[src/rtl/class_vote_filter.sv]
// -----------------------------------------------------------------------------
// class_vote_filter
//
// Temporal vote filter placed after the 24-class winner-select tree. It takes
// one (winning index, winning score) result per classified frame. A letter is
// reported only after STABLE_CNT consecutive matching frames have been seen.
// A locked letter survives short runs of misclassification. The lock is
// released after TIMEOUT_CYC cycles pass with no accepted frame.
//
// Optional feature macro: CONF_GATE_EN
//   defined   : a frame is rejected when data_i < thresh_i (unsigned compare)
//   undefined : data_i and thresh_i are ignored
//
// Ports
//   clk            in   1           system clock, rising edge
//   resetn         in   1           asynchronous active-low reset
//   data_i         in   DATA_WIDTH  winning score of the frame (unsigned)
//   idx_i          in   5           winning class index
//   valid_i        in   1           one-cycle strobe, data_i/idx_i valid
//   thresh_i       in   DATA_WIDTH  confidence threshold (CONF_GATE_EN only)
//   clear_i        in   1           synchronous flush to IDLE
//   class_o        out  5           stable (locked) class index
//   class_valid_o  out  1           class_o holds a locked letter
//   change_o       out  1           one-cycle pulse when class_o gets a new lock
//   state_o        out  2           0 IDLE, 1 TRACK, 2 LOCKED, 3 SWITCH
// -----------------------------------------------------------------------------
module class_vote_filter #(
    parameter int DATA_WIDTH  = 16,
    parameter int NUM_CLASS   = 24,
    parameter int STABLE_CNT  = 4,
    parameter int TIMEOUT_W   = 24,
    parameter int TIMEOUT_CYC = (1 << 24) - 1
) (
    input  logic                  clk,
    input  logic                  resetn,
    input  logic [DATA_WIDTH-1:0] data_i,
    input  logic [4:0]            idx_i,
    input  logic                  valid_i,
    input  logic [DATA_WIDTH-1:0] thresh_i,
    input  logic                  clear_i,
    output logic [4:0]            class_o,
    output logic                  class_valid_o,
    output logic                  change_o,
    output logic [1:0]            state_o
);

    typedef enum logic [1:0] {
        ST_IDLE   = 2'd0,
        ST_TRACK  = 2'd1,
        ST_LOCKED = 2'd2,
        ST_SWITCH = 2'd3
    } state_t;

    localparam logic [3:0]           C_STABLE   = 4'(STABLE_CNT);
    localparam logic [5:0]           C_NUM_CLS  = 6'(NUM_CLASS);
    localparam logic [TIMEOUT_W-1:0] C_TMO_LAST = TIMEOUT_W'(TIMEOUT_CYC - 1);
    localparam logic [TIMEOUT_W-1:0] C_TMO_MAX  = '1;

    // Registered state
    state_t               r_state;
    logic [4:0]           r_cand;
    logic [3:0]           r_run;
    logic [TIMEOUT_W-1:0] r_tmo;
    logic [4:0]           r_class;
    logic                 r_class_valid;
    logic                 r_change;

    // Next-state values
    state_t               w_state_next;
    logic [4:0]           w_cand_next;
    logic [3:0]           w_run_next;
    logic [TIMEOUT_W-1:0] w_tmo_next;
    logic [4:0]           w_class_next;
    logic                 w_class_valid_next;
    logic                 w_change_next;

    // Frame qualification
    logic                 w_gate_pass;
    logic                 w_idx_ok;
    logic                 w_accept;
    logic                 w_timeout;
    logic [TIMEOUT_W-1:0] w_tmo_inc;
    logic                 w_same_cand;
    logic [3:0]           w_cand_run;

`ifdef CONF_GATE_EN
    assign w_gate_pass = (data_i >= thresh_i);
`else
    // Score and threshold are deliberately ignored in this build.
    logic w_unused_gate;
    assign w_unused_gate = &{1'b0, data_i, thresh_i};
    assign w_gate_pass   = 1'b1;
`endif

    assign w_idx_ok  = ({1'b0, idx_i} < C_NUM_CLS);
    assign w_accept  = valid_i & w_idx_ok & w_gate_pass;
    assign w_tmo_inc = (r_tmo == C_TMO_MAX) ? r_tmo : r_tmo + 1'b1;
    assign w_timeout = (r_state != ST_IDLE) && (r_tmo == C_TMO_LAST);

    // A frame extends the current run only while a candidate is being counted
    // (TRACK/SWITCH); in IDLE/LOCKED any non-matching frame starts a new run.
    assign w_same_cand = ((r_state == ST_TRACK) || (r_state == ST_SWITCH)) &&
                         (idx_i == r_cand);
    assign w_cand_run  = w_same_cand ? (r_run + 4'd1) : 4'd1;

    always_comb begin
        w_state_next       = r_state;
        w_cand_next        = r_cand;
        w_run_next         = r_run;
        w_tmo_next         = w_accept ? '0 : w_tmo_inc;
        w_class_next       = r_class;
        w_class_valid_next = r_class_valid;
        w_change_next      = 1'b0;

        if (clear_i) begin
            w_state_next       = ST_IDLE;
            w_class_valid_next = 1'b0;
            w_run_next         = 4'd0;
            w_tmo_next         = '0;
        end else if (w_timeout) begin
            // class_o is left at its last value; only the valid flag drops.
            w_state_next       = ST_IDLE;
            w_class_valid_next = 1'b0;
            w_run_next         = 4'd0;
        end else if (w_accept) begin
            if ((r_state == ST_LOCKED) && (idx_i == r_class)) begin
                w_state_next = ST_LOCKED;
            end else if ((r_state == ST_SWITCH) && (idx_i == r_class)) begin
                // Locked letter reappeared: abandon the challenger.
                w_state_next = ST_LOCKED;
                w_run_next   = 4'd0;
            end else if (w_cand_run == C_STABLE) begin
                // Lock or switch. The candidate can never equal the locked
                // letter here, so this is always a new locked value.
                w_state_next       = ST_LOCKED;
                w_class_next       = idx_i;
                w_class_valid_next = 1'b1;
                w_change_next      = 1'b1;
                w_cand_next        = idx_i;
                w_run_next         = 4'd0;
            end else begin
                w_cand_next  = idx_i;
                w_run_next   = w_cand_run;
                w_state_next = r_class_valid ? ST_SWITCH : ST_TRACK;
            end
        end
    end

    always_ff @(posedge clk or negedge resetn) begin
        if (!resetn) begin
            r_state       <= ST_IDLE;
            r_cand        <= 5'd0;
            r_run         <= 4'd0;
            r_tmo         <= '0;
            r_class       <= 5'd0;
            r_class_valid <= 1'b0;
            r_change      <= 1'b0;
        end else begin
            r_state       <= w_state_next;
            r_cand        <= w_cand_next;
            r_run         <= w_run_next;
            r_tmo         <= w_tmo_next;
            r_class       <= w_class_next;
            r_class_valid <= w_class_valid_next;
            r_change      <= w_change_next;
        end
    end

    assign class_o       = r_class;
    assign class_valid_o = r_class_valid;
    assign change_o      = r_change;
    assign state_o       = r_state;

endmodule

[config.mk]
export PLATFORM = sky130hd
export DESIGN_NAME = class_vote_filter
export DESIGN_NICKNAME = d
export VERILOG_FILES = /design/src/rtl/class_vote_filter.sv
export SDC_FILE = /design/constraint.sdc
export NUM_CORES = 1
export LEC_CHECK = 0
export BUFFER_PORTS_ARGS = -buffer_cell sky130_fd_sc_hd__buf_2
export CORE_UTILIZATION = 55
export DETAILED_ROUTE_END_ITERATION = 10
export PLACE_DENSITY = 0.79
export SETUP_SLACK_MARGIN = 0.05
export SYNTH_ARGS = -nofsm -noshare
export SYNTH_HDL_FRONTEND = slang
export SYNTH_SLANG_ARGS = --single-unit
[constraint.sdc]
create_clock -name clk -period 4.6 [get_ports clk]
set_input_delay 0.46 -clock clk [delete_from_list [all_inputs] [get_ports clk]]
set_output_delay 0.46 -clock clk [all_outputs]
set_load 0.02 [all_outputs]
==> flow_metrics.py, run 1 <==
metrics = {
    "run": {
        "max_cap_viol_count": 0,
    },
    "pwr": {
        "p_total_mw": 0.686,
        "power.combinational.fraction_pct": 8.1,
        "total_leakage_power_nw": 1.08,
        "vdd_ir_drop_max_v": 0.000264,
        "power_frac_clock_pct": 35.2,
        "share_seq_of_total_power_pct": 56.7,
        "internal_cell_power_mw": 0.523,
        "power.switching_fraction_pct": 23.8,
        "powerDensity_mw_per_mm2": 273,
        "power.net_switching_mw": 0.164,
    },
    "timing": {
        "pins_over_slew_limit": 0,
        "actual_transition_at_the_worst_max_transition_pin_ns": 0.911,
        "post-route-period-util_pct": 47.8,
        "clk_skew_ns": 0.00819,
        "number_of_failing_setup_endpoints_in_the_final_timing_report": 0,
        "setup_total_negative_slack_ns": 0,
        "grt_setup_unrepaired": "false",
        "final.min_clock_period_ns": 2.20,
        "slew_headroom_pct": 39.3,
        "final_hold_vio_count": 0,
        "clock.fmax_ghz": 0.454,
    },
    "floorplanning": {
        "die_h_um": 66.6,
        "io_pins": 50,
        "chipWidth_um": 66.6,
        "die_area_sq_mm": 0.00443,
        "fp.coreArea_sq_mm": 0.00400,
        "start_util_pct": 57.3,
        "rows": 23,
    },
    "grt": {
        "grt_util_met1_pct": 31.0,
        "grt_use_met3_pct": 4.11,
        "grt_antenna_before_repair": 0,
        "grt_remaining_overflow": 0,
        "top_usage_layer": "met2",
        "grt_first_pass_wirelength_mm": 7.42,
        "use_met2_pct": 34.8,
        "global_route.usage.total_pct": 22.2,
        "maximum_number_of_pins_on_one_net_before_global_route_repair": 43,
        "grt_pass1_vias": 1619,
    },
    "yosys": {
        "netlist_area_sq_mm": 0.00229,
        "postSynth.asyncResetShare_pct": 100,
        "synth-edff-count": 0,
        "sequential_share_of_the_synthesized_area_pct": 45.9,
        "synthesis.yosys.warnings": 0,
        "netlist-cell-type-count": 45,
        "synth_flop_cell": "dfrtp_1",
        "post_synthesis_sequential_element_count": 42,
        "synth_cells": 234,
        "syn_area_per_cell_sq_um": 9.80,
        "syn-num-nets": 278,
    },
    "hold_path": {
        "worst_min_delay_path_category": "input port to async pin",
    },
    "cts": {
        "post_cts.repair.setup_buffers": 0,
        "number_of_buffers_inserted_during_clock_tree_synthesis": 5,
        "cts.clk_slew.worst_paths_ns": 0.08,
        "root_buffer": "clkbuf_8",
        "clock_tree.htree_level_count": 2,
        "tritoncts": "done",
        "cts_hold_repair.buffers": 0,
        "clock_tree.buffer_depth": 2,
        "insertion_delay_ns": 0.29,
        "cts_sinks": 42,
        "cts_resized": 0,
    },
    "layout": {
        "layout.cells.most_common_list": "dfrtp_1 (42), nand2_1 (24), nor2_1 (17), buf_2 (17), a21oi_1 (14)",
        "layout-drive-gt1-share_pct": 17.8,
        "antenna_cells": 0,
        "layout-area-overhead-vs-synth_pct": 9.50,
        "final_common_cell": "dfrtp_1",
        "finalNetCount": 296,
        "finish.cell_count_without_fillers": 303,
    },
    "routing": {
        "detail-route-antenna-nets": 0,
        "vias": 1738,
        "post-route-drc-count": 0,
        "via_per_inst": 5.74,
        "drt_first_pass_iters": 4,
        "number_of_drc_markers_in_iteration_0": 78,
        "avgRoutedWirePerCell_um": 14.0,
        "drt-total-wl_mm": 4.25,
    },
    "critical_path": {
        "worst_ep_arrival_time_ns": 2.37,
        "critPathCaptureType": "flop",
        "worst-path-max-fanout": 13,
        "required_time_worst_endpoint_ns": 4.77,
        "timing_worst_setup_path_type": "flop to flop",
        "setup.worst_path.start_class": "flop",
    },
    "place": {
        "post-place-cells": 295,
        "place_congestion": 0.802,
        "dpl.hpwl_mm": 2.98,
        "port_buffers": 17,
    },
    "outcome": {
        "run_status": "completed",
    },
}
stage by stage:
stage / utilization [%] / area (sq um) / setup slack, ns / hold slack (ns)
floorplan: - / 2290 / 2.60 / 0.164
global placement: 60.5 / 2420 / 2.33 / 0.491
detailed placement: 60.5 / 2420 / 2.33 / 0.513
CTS: 62.7 / 2510 / 2.40 / 0.328
global route: 62.7 / 2510 / 2.21 / 0.384
finish: 62.7 / 2510 / 2.40 / 0.280
cell families (layout without fill, tap and decap cells):
kind of cell	Yosys count	in the layout	share of synthesized area (%)
fa+ha+maj	3	3	1.64
simple gates	92	92	22.4
xor+xnor	22	22	8.41
mux	11	11	5.35
buf+inv	17	36	2.89
compound gates	47	47	13.4
flops	42	42	45.9
worst paths after layout:
check / endpoint / startpoint / depth (start not counted) / slack [ns]
max in group asynchronous: r_tmo[14] / resetn / 1 / 3.73
worst min register to register: r_cand[0] / r_cand[0] / 1 / 0.53
min in group clk: class_o[2] / idx_i[2] / 2 / 0.47
worst min-delay path: r_tmo[9] / resetn / 1 / 0.28
worst max register to register: class_o[0] / r_tmo[8] / 6 / 2.40
worst max-delay path: class_o[0] / r_tmo[8] / 6 / 2.40
cell usage after synthesis, types with 4 or more instances:
cell type	number	area (sq um)
a21oi_1	14	70.1
and3_1	5	31.3
clkbuf_1	5	18.8
dfrtp_1	42	1050
inv_1	10	37.5
mux2_2	10	113
nand2_1	24	90.1
nand2b_1	5	31.3
nand3_1	8	40.0
nand4_1	4	25.0
nor2_1	17	63.8
nor3_1	4	20.0
o21ai_0	9	45.0
o31ai_1	4	30.0
or3_1	7	43.8
xnor2_1	13	114
xor2_1	9	78.8
routing by layer:
layer	routed length, um	share of wire [%]	vias up
met5	0	0	-
met4	53	1.2	0
met3	136	3.2	6
met2	1980	47	31
met1	2080	49	826
li1	-	-	875
critical path, cell delays in order (launching register included):
cell	delay [ns]
dfrtp_1	0.43
nand3_1	0.19
nor4_2	0.06
buf_4	0.18
a31oi_1	0.57
nand3_2	0.31
mux2_2	0.34
final cells by class:
| class | count | area [sq um] |
|---|---|---|
| Multi-Input combinational cell | 175 | 1170 |
| Timing Repair Buffer | 18 | 92.6 |
| Fill cell | 327 | 1490 |
| Sequential cell | 42 | 1050 |
| Inverter | 10 | 37.5 |
| Clock inverter | 1 | 5.00 |
| Clock buffer | 7 | 86.3 |
| Tap cell | 50 | 62.6 |
sequential cells by signal (all words and copies together) (netlist names):
register and cells:
change_o 1, class_o 5, class_valid_o 1, r_cand 5
r_run 4, r_tmo 24, state_o 2
power groups by stage:
stage	sequential [mW]	combinational (mW)	clock [mW]
after global placement	0.395	0.0552	0
after CTS	0.389	0.0569	0.249
after global routing	0.391	0.0629	0.262
after floorplan	0.396	0.0338	0
final	0.389	0.0556	0.242
after detailed placement	0.396	0.0565	0
Note: power is estimated with default switching activity, not from simulation.
==> run 2, diff against run 1 <==
- ABC_AREA: default -> 1
- PLACE_DENSITY: 0.79 -> 0.77
- clock period: 4.6 -> 2.1 ns (I/O delays scaled with it)
==> run 2 against run 1 <==
Against the previous run:
- clock power is 110% higher
- global-route usage increased by 2.9 points
- setup slack got worse by 2.1 ns
- clock skew down 0.0043 ns
- die area grew 13%
- wire length rose by 32%
- non-clock buffer count increased by 3
- via count up 33%
- critical path depth up 4
- synthesized area up 13%
- maximum frequency increased by 19%
- critical endpoint is now class_valid_o
- largest cell class unchanged
==> flow_metrics.py, run 2 <==
metrics = {
    "outcome": {
        "run_status": "completed",
    },
    "cts": {
        "number_of_buffers_inserted_during_clock_tree_synthesis": 5,
        "tritoncts": "done",
        "cts.clk_slew.worst_paths_ns": 0.08,
        "clock_tree.htree_level_count": 2,
        "root_buffer": "clkbuf_8",
        "cts_sinks": 42,
        "clock_tree.buffer_depth": 2,
        "insertion_delay_ns": 0.30,
    },
    "grt": {
        "grt_first_pass_wirelength_mm": 9.81,
        "global_route.usage.total_pct": 25.1,
        "maximum_number_of_pins_on_one_net_before_global_route_repair": 43,
        "grt_antenna_before_repair": 0,
        "grt_remaining_overflow": 0,
        "grt_pass1_vias": 2287,
    },
    "routing": {
        "drt-total-wl_mm": 5.60,
        "drt_first_pass_iters": 4,
        "detail-route-antenna-nets": 0,
        "post-route-drc-count": 0,
        "vias": 2316,
        "avgRoutedWirePerCell_um": 13.0,
        "via_per_inst": 5.37,
        "number_of_drc_markers_in_iteration_0": 242,
    },
    "yosys": {
        "synth.top_cells.by_area": "dfrtp_1 (40%), nand2_1 (13%), inv_1 (6.9%)",
        "netlist-cell-type-count": 35,
        "postSynth.asyncResetShare_pct": 100,
        "synth_flop_cell": "dfrtp_1",
        "yosys-top-cells-count": "nand2_1 (88), inv_1 (48), dfrtp_1 (42), nor2_1 (39), nand3_1 (26)",
        "synth_cells": 355,
        "post_synthesis_sequential_element_count": 42,
        "synthesis.yosys.warnings": 0,
        "synth.most_common_cell": "nand2_1",
        "synth-edff-count": 0,
        "synth_largest_area_cell": "dfrtp_1",
        "syn-num-nets": 399,
        "netlist_area_sq_mm": 0.00260,
        "syn_area_per_cell_sq_um": 7.32,
        "sequential_share_of_the_synthesized_area_pct": 40.4,
        "synthDominantCellAreaShare_pct": 40.4,
    },
    "run": {
        "max_cap_viol_count": 0,
    },
    "floorplanning": {
        "rows": 24,
        "fp.coreArea_sq_mm": 0.00444,
        "start_util_pct": 58.5,
        "io_pins": 50,
        "die_area_sq_mm": 0.00501,
        "chipWidth_um": 70.8,
        "die_h_um": 70.8,
    },
    "critical_path": {
        "worstPathBufferInverterCount": 2,
        "critPathCaptureType": "flop",
        "worst-path-max-fanout": 6,
        "setup.worst_path.start_class": "flop",
        "crit_path_top_delay_cell": "dfrtp_1",
        "worst_ep_arrival_time_ns": 2.03,
        "timing_worst_setup_path_type": "flop to flop",
        "timing.critical_path.max_delay_family": "simple AND/OR/NAND/NOR gates",
        "cp_cell_sequence": "inv_1, ha_1, inv_1, nor2_1, nand3_1, nor2_2, a21oi_1, nand2_1, nand2_1, a21oi_1",
        "required_time_worst_endpoint_ns": 2.29,
        "crit_path_max_cell_delay_ns": 0.45,
    },
    "timing": {
        "clk_skew_ns": 0.00392,
        "post-route-period-util_pct": 87.9,
        "clock.fmax_ghz": 0.542,
        "final_hold_vio_count": 0,
        "setup_total_negative_slack_ns": 0,
        "grt_setup_unrepaired": "false",
        "final.min_clock_period_ns": 1.85,
        "slew_headroom_pct": 59.7,
        "pins_over_slew_limit": 0,
        "number_of_failing_setup_endpoints_in_the_final_timing_report": 0,
        "actual_transition_at_the_worst_max_transition_pin_ns": 0.604,
    },
    "pwr": {
        "total_leakage_power_nw": 1.37,
        "internal_cell_power_mw": 1.11,
        "vdd_ir_drop_max_v": 0.000391,
        "powerDensity_mw_per_mm2": 537,
        "power.net_switching_mw": 0.402,
        "share_seq_of_total_power_pct": 56.2,
        "power_frac_clock_pct": 33.3,
        "power.combinational.fraction_pct": 10.5,
        "power.switching_fraction_pct": 26.6,
    },
    "layout": {
        "final_common_cell": "nand2_1",
        "layout-drive-gt1-share_pct": 17.2,
        "design_area_sq_mm": 0.00282,
        "finalNetCount": 423,
        "max_ffs_per_register": 24,
        "nFillCells": 405,
        "antenna_cells": 0,
        "layout.cells.most_common_list": "nand2_1 (88), inv_1 (48), dfrtp_1 (42)",
        "layout-area-overhead-vs-synth_pct": 8.37,
        "top_register": "r_tmo",
    },
    "place": {
        "placedInstanceArea_sq_mm": 0.00273,
        "dpl.hpwl_mm": 4.26,
        "place_congestion": 0.875,
        "port_buffers": 17,
    },
    "hold_path": {
        "worst_min_delay_path_category": "input port to flop",
    },
}
==> run 2: area by class of cell <==
class,instances,area (sq um),share of cell area (%)
tap,52,65.1,2.31
multi-input combinational,257,1310,46.6
timing repair buffer,21,118,4.17
sequential,42,1050,37.3
inverter,52,195,6.93
clock buffer,7,76.3,2.71
==> run 2: per-layer routing <==
| layer | routed length [um] | share of wire, % | track usage [%] | up-vias |
|---|---|---|---|---|
| li1 | - | - | - | 1188 |
| met1 | 2540 | 45 | 31.1 | 1069 |
| met2 | 2690 | 48 | 43.2 | 50 |
| met3 | 275 | 4.9 | 4.99 | 9 |
| met4 | 98 | 1.7 | 10.4 | 0 |
| met5 | 0 | 0 | 0 | - |
==> run 2: power groups by stage <==
stage / Sequential, mW / Combinational [mW] / Clock [mW]
floorplan: 0.865 / 0.105 / 0
global placement: 0.866 / 0.155 / 0
detailed placement: 0.867 / 0.160 / 0
CTS: 0.851 / 0.161 / 0.511
global route: 0.854 / 0.184 / 0.543
finish: 0.851 / 0.159 / 0.504
==> run 2: path summary, 6_finish.rpt <==
kind	slack, ns	end	cells past startpoint	startpoint
min in group asynchronous	0.50	r_tmo[2]	3	resetn
min reg2reg	0.52	r_tmo[20]	1	r_tmo[20]
min	0.17	r_tmo[23]	2	clear_i
max reg2reg	0.25	class_valid_o	10	r_tmo[0]
max in group asynchronous	1.24	r_tmo[21]	3	resetn
max	0.25	class_valid_o	10	r_tmo[0]
==> run 2: timing repair <==
item / 4_1_cts / 5_1_grt
endpoints found under the hold margin: 41 / 0
hold buffers: 1 / 0
resized for setup: 0 / 0
setup buffers: 0 / 0
==> run 2: logic make-up after synthesis <==
kind of cell / count (synthesis) / synth area share (%)
simple gates: 202 / 37.0
fa+ha+maj: 3 / 1.44
compound gates: 48 / 10.7
buf+inv: 56 / 9.09
xor+xnor: 4 / 1.35
flops: 42 / 40.4
==> run 2: through the flow <==
step	hold WS [ns]	setup WS (ns)	std cells	utilization (%)	power (mW)
finish	0.167	0.253	431	63.4	1.51
global route	0.188	0.0820	431	63.4	1.58
CTS	0.169	0.237	431	63.4	1.52
detailed placement	0.314	0.255	423	61.5	1.03
global placement	0.312	0.290	423	61.5	1.02
floorplan	-0.0856	0.584	355	-	0.971
==> run 3, diff against run 2 <==
- CELL_PAD_IN_SITES_DETAIL_PLACEMENT: default -> 2
- CELL_PAD_IN_SITES_GLOBAL_PLACEMENT: default -> 2
- CORE_UTILIZATION: 55 -> 31
- PLACE_DENSITY: 0.77 -> 0.78
==> run 3 against run 2 <==
Against the previous run:
- the run now ends with negative hold slack left
- wire length rose by 41%
- utilization fell by 27 points
- largest power group unchanged
- final area up 4.5%
- non-clock buffer count up 6
- highest routed layer unchanged
- sequential cell count unchanged
==> flow_metrics.py, run 3 (synthesis results as in run 2) <==
metrics = {
    "outcome": {
        "run_status": "finished with violations",
        "violations": "negative hold slack",
    },
    "place": {
        "place_congestion": 0.775,
        "dpl.hpwl_mm": 5.96,
        "port_buffers": 17,
    },
    "layout": {
        "top_register": "r_tmo",
        "final_common_cell": "nand2_1",
        "antenna_cells": 0,
        "nFillCells": 998,
        "layout-area-overhead-vs-synth_pct": 13.3,
        "finalNetCount": 429,
        "layout.cells.most_common_list": "nand2_1 (88), inv_1 (48), dfrtp_1 (42)",
        "layout-drive-gt1-share_pct": 19.4,
        "final_core_util_pct": 36.0,
        "max_ffs_per_register": 24,
    },
    "timing": {
        "slew_headroom_pct": 60.0,
        "actual_transition_at_the_worst_max_transition_pin_ns": 0.600,
        "clk_skew_ns": 0.0113,
        "hold-worst-slack_ns": -0.00411,
        "final_hold_vio_count": 9,
        "pins_over_slew_limit": 0,
        "setup_total_negative_slack_ns": 0,
        "clock.fmax_ghz": 0.513,
        "grt_setup_unrepaired": "true",
        "post-route-period-util_pct": 92.7,
        "final.min_clock_period_ns": 1.95,
        "number_of_failing_setup_endpoints_in_the_final_timing_report": 0,
    },
    "grt": {
        "maximum_number_of_pins_on_one_net_before_global_route_repair": 43,
        "grt_pass1_vias": 2669,
        "grt_antenna_before_repair": 0,
        "global_route.usage.total_pct": 19.7,
        "grt_first_pass_wirelength_mm": 13.2,
        "grt_remaining_overflow": 0,
    },
    "critical_path": {
        "worst_ep_arrival_time_ns": 2.14,
        "ff2ff_path_depth": 12,
        "crit-reg2reg-capture": "r_run[2]",
        "setup.reg_to_reg.worst_slack_ns": 0.15,
        "crit-reg2reg-launch": "r_tmo[0]",
        "setup.worst_path.start_class": "flop",
        "critical_path_source": "r_tmo[0]",
        "capture_point_of_the_worst_path": "r_run[2]",
        "critPathCaptureType": "flop",
        "timing_worst_setup_path_type": "flop to flop",
        "required_time_worst_endpoint_ns": 2.30,
        "worst-path-max-fanout": 17,
    },
    "routing": {
        "post-route-drc-count": 0,
        "vias": 2438,
        "via_per_inst": 4.97,
        "detail-route-antenna-nets": 0,
        "number_of_drc_markers_in_iteration_0": 46,
        "avgRoutedWirePerCell_um": 16.1,
        "drt-total-wl_mm": 7.90,
        "drt_first_pass_iters": 4,
    },
    "floorplanning": {
        "die_area_sq_mm": 0.00876,
        "rows": 33,
        "die_h_um": 93.6,
        "start_util_pct": 31.8,
        "fp.coreArea_sq_mm": 0.00818,
        "io_pins": 50,
        "chipWidth_um": 93.6,
    },
    "cts": {
        "clock_tree.htree_level_count": 2,
        "cts.clk_slew.worst_paths_ns": 0.09,
        "root_buffer": "clkbuf_8",
        "tritoncts": "done",
        "clock_tree.buffer_depth": 2,
        "cts_hold_repair.buffers": 0,
        "number_of_buffers_inserted_during_clock_tree_synthesis": 5,
        "cts_sinks": 42,
        "insertion_delay_ns": 0.30,
    },
    "pwr": {
        "powerDensity_mw_per_mm2": 545,
        "vdd_ir_drop_max_v": 0.000254,
        "p_total_mw": 1.60,
        "total_leakage_power_nw": 1.41,
    },
    "hold_path": {
        "worst_min_delay_path_category": "input port to async pin",
    },
    "run": {
        "max_cap_viol_count": 0,
    },
}
run 3: cell count changes in the layout (fill, tap and decap cells not counted), sizes merged:
cell         previous run  this run
buf                    20        27
clkinv                  0         1
dlygate4sd3             1         0
run 3: metrics by stage:
| stage | area, sq um | instances | setup WS, ns | hold WS [ns] |
|---|---|---|---|---|
| global route | 2950 | 491 | 0.0289 | 0.0359 |
| global placement | 2810 | 478 | 0.252 | 0.352 |
| detailed placement | 2810 | 478 | 0.170 | 0.349 |
| CTS | 2900 | 486 | 0.133 | 0.0233 |
| floorplan | 2600 | 355 | 0.584 | -0.0856 |
| finish | 2950 | 491 | 0.152 | -0.00411 |
run 3: what timing repair did:
item,4_1_cts,5_1_grt
endpoints found under the setup margin,0,4
buffers inserted,0,5
gates resized for setup,0,1
run 3: worst min path at each step:
stage | start | endpoint | slack [ns] | depth (start not counted)
2_1_floorplan | resetn | change_o | -0.09 | 0
3_3_place_gp | resetn | change_o | 0.35 | 2
3_5_place_dp | resetn | r_tmo[0] | 0.35 | 2
4_1_cts | resetn | change_o | 0.02 | 2
5_1_grt | resetn | change_o | 0.04 | 2
6_report | resetn | r_tmo[1] | -0.004 | 2
run 3: cell type report:
class / count / area, sq um / area share, %
inverters: 52 / 195 / 6.63
clock buffers: 7 / 86.3 / 2.93
flip-flops and latches: 42 / 1050 / 35.7
multi-input cells: 257 / 1320 / 44.7
clock inverters: 1 / 5.00 / 0.170
repair buffers: 27 / 160 / 5.44
well taps: 105 / 131 / 4.46
run 3: power by group:
group	total, mW	switching, mW	internal [mW]
Clock	0.576	0.310	0.266
Sequential	0.853	0.0221	0.830
Combinational	0.175	0.117	0.0586
Total	1.60	0.449	1.16
run 3: critical path: stages, from the launching register on:
cell	delay [ns]
dfrtp_1	0.45
inv_1	0.15
ha_1	0.16
inv_1	0.04
nor2_1	0.21
nand3_1	0.14
nor2_2	0.15
nand2_2	0.10
nand2_4	0.10
nor2_8	0.07
buf_4	0.14
nand3b_2	0.06
nand2_1	0.06
run 3: layer usage:
metal	GRT usage, %	vias up	share of wire, %
li1	-	1195	-
met3	2.93	6	1.7
met2	35.4	22	53
met1	24.8	1215	45
met4	4.23	0	1.1
met5	0	-	0
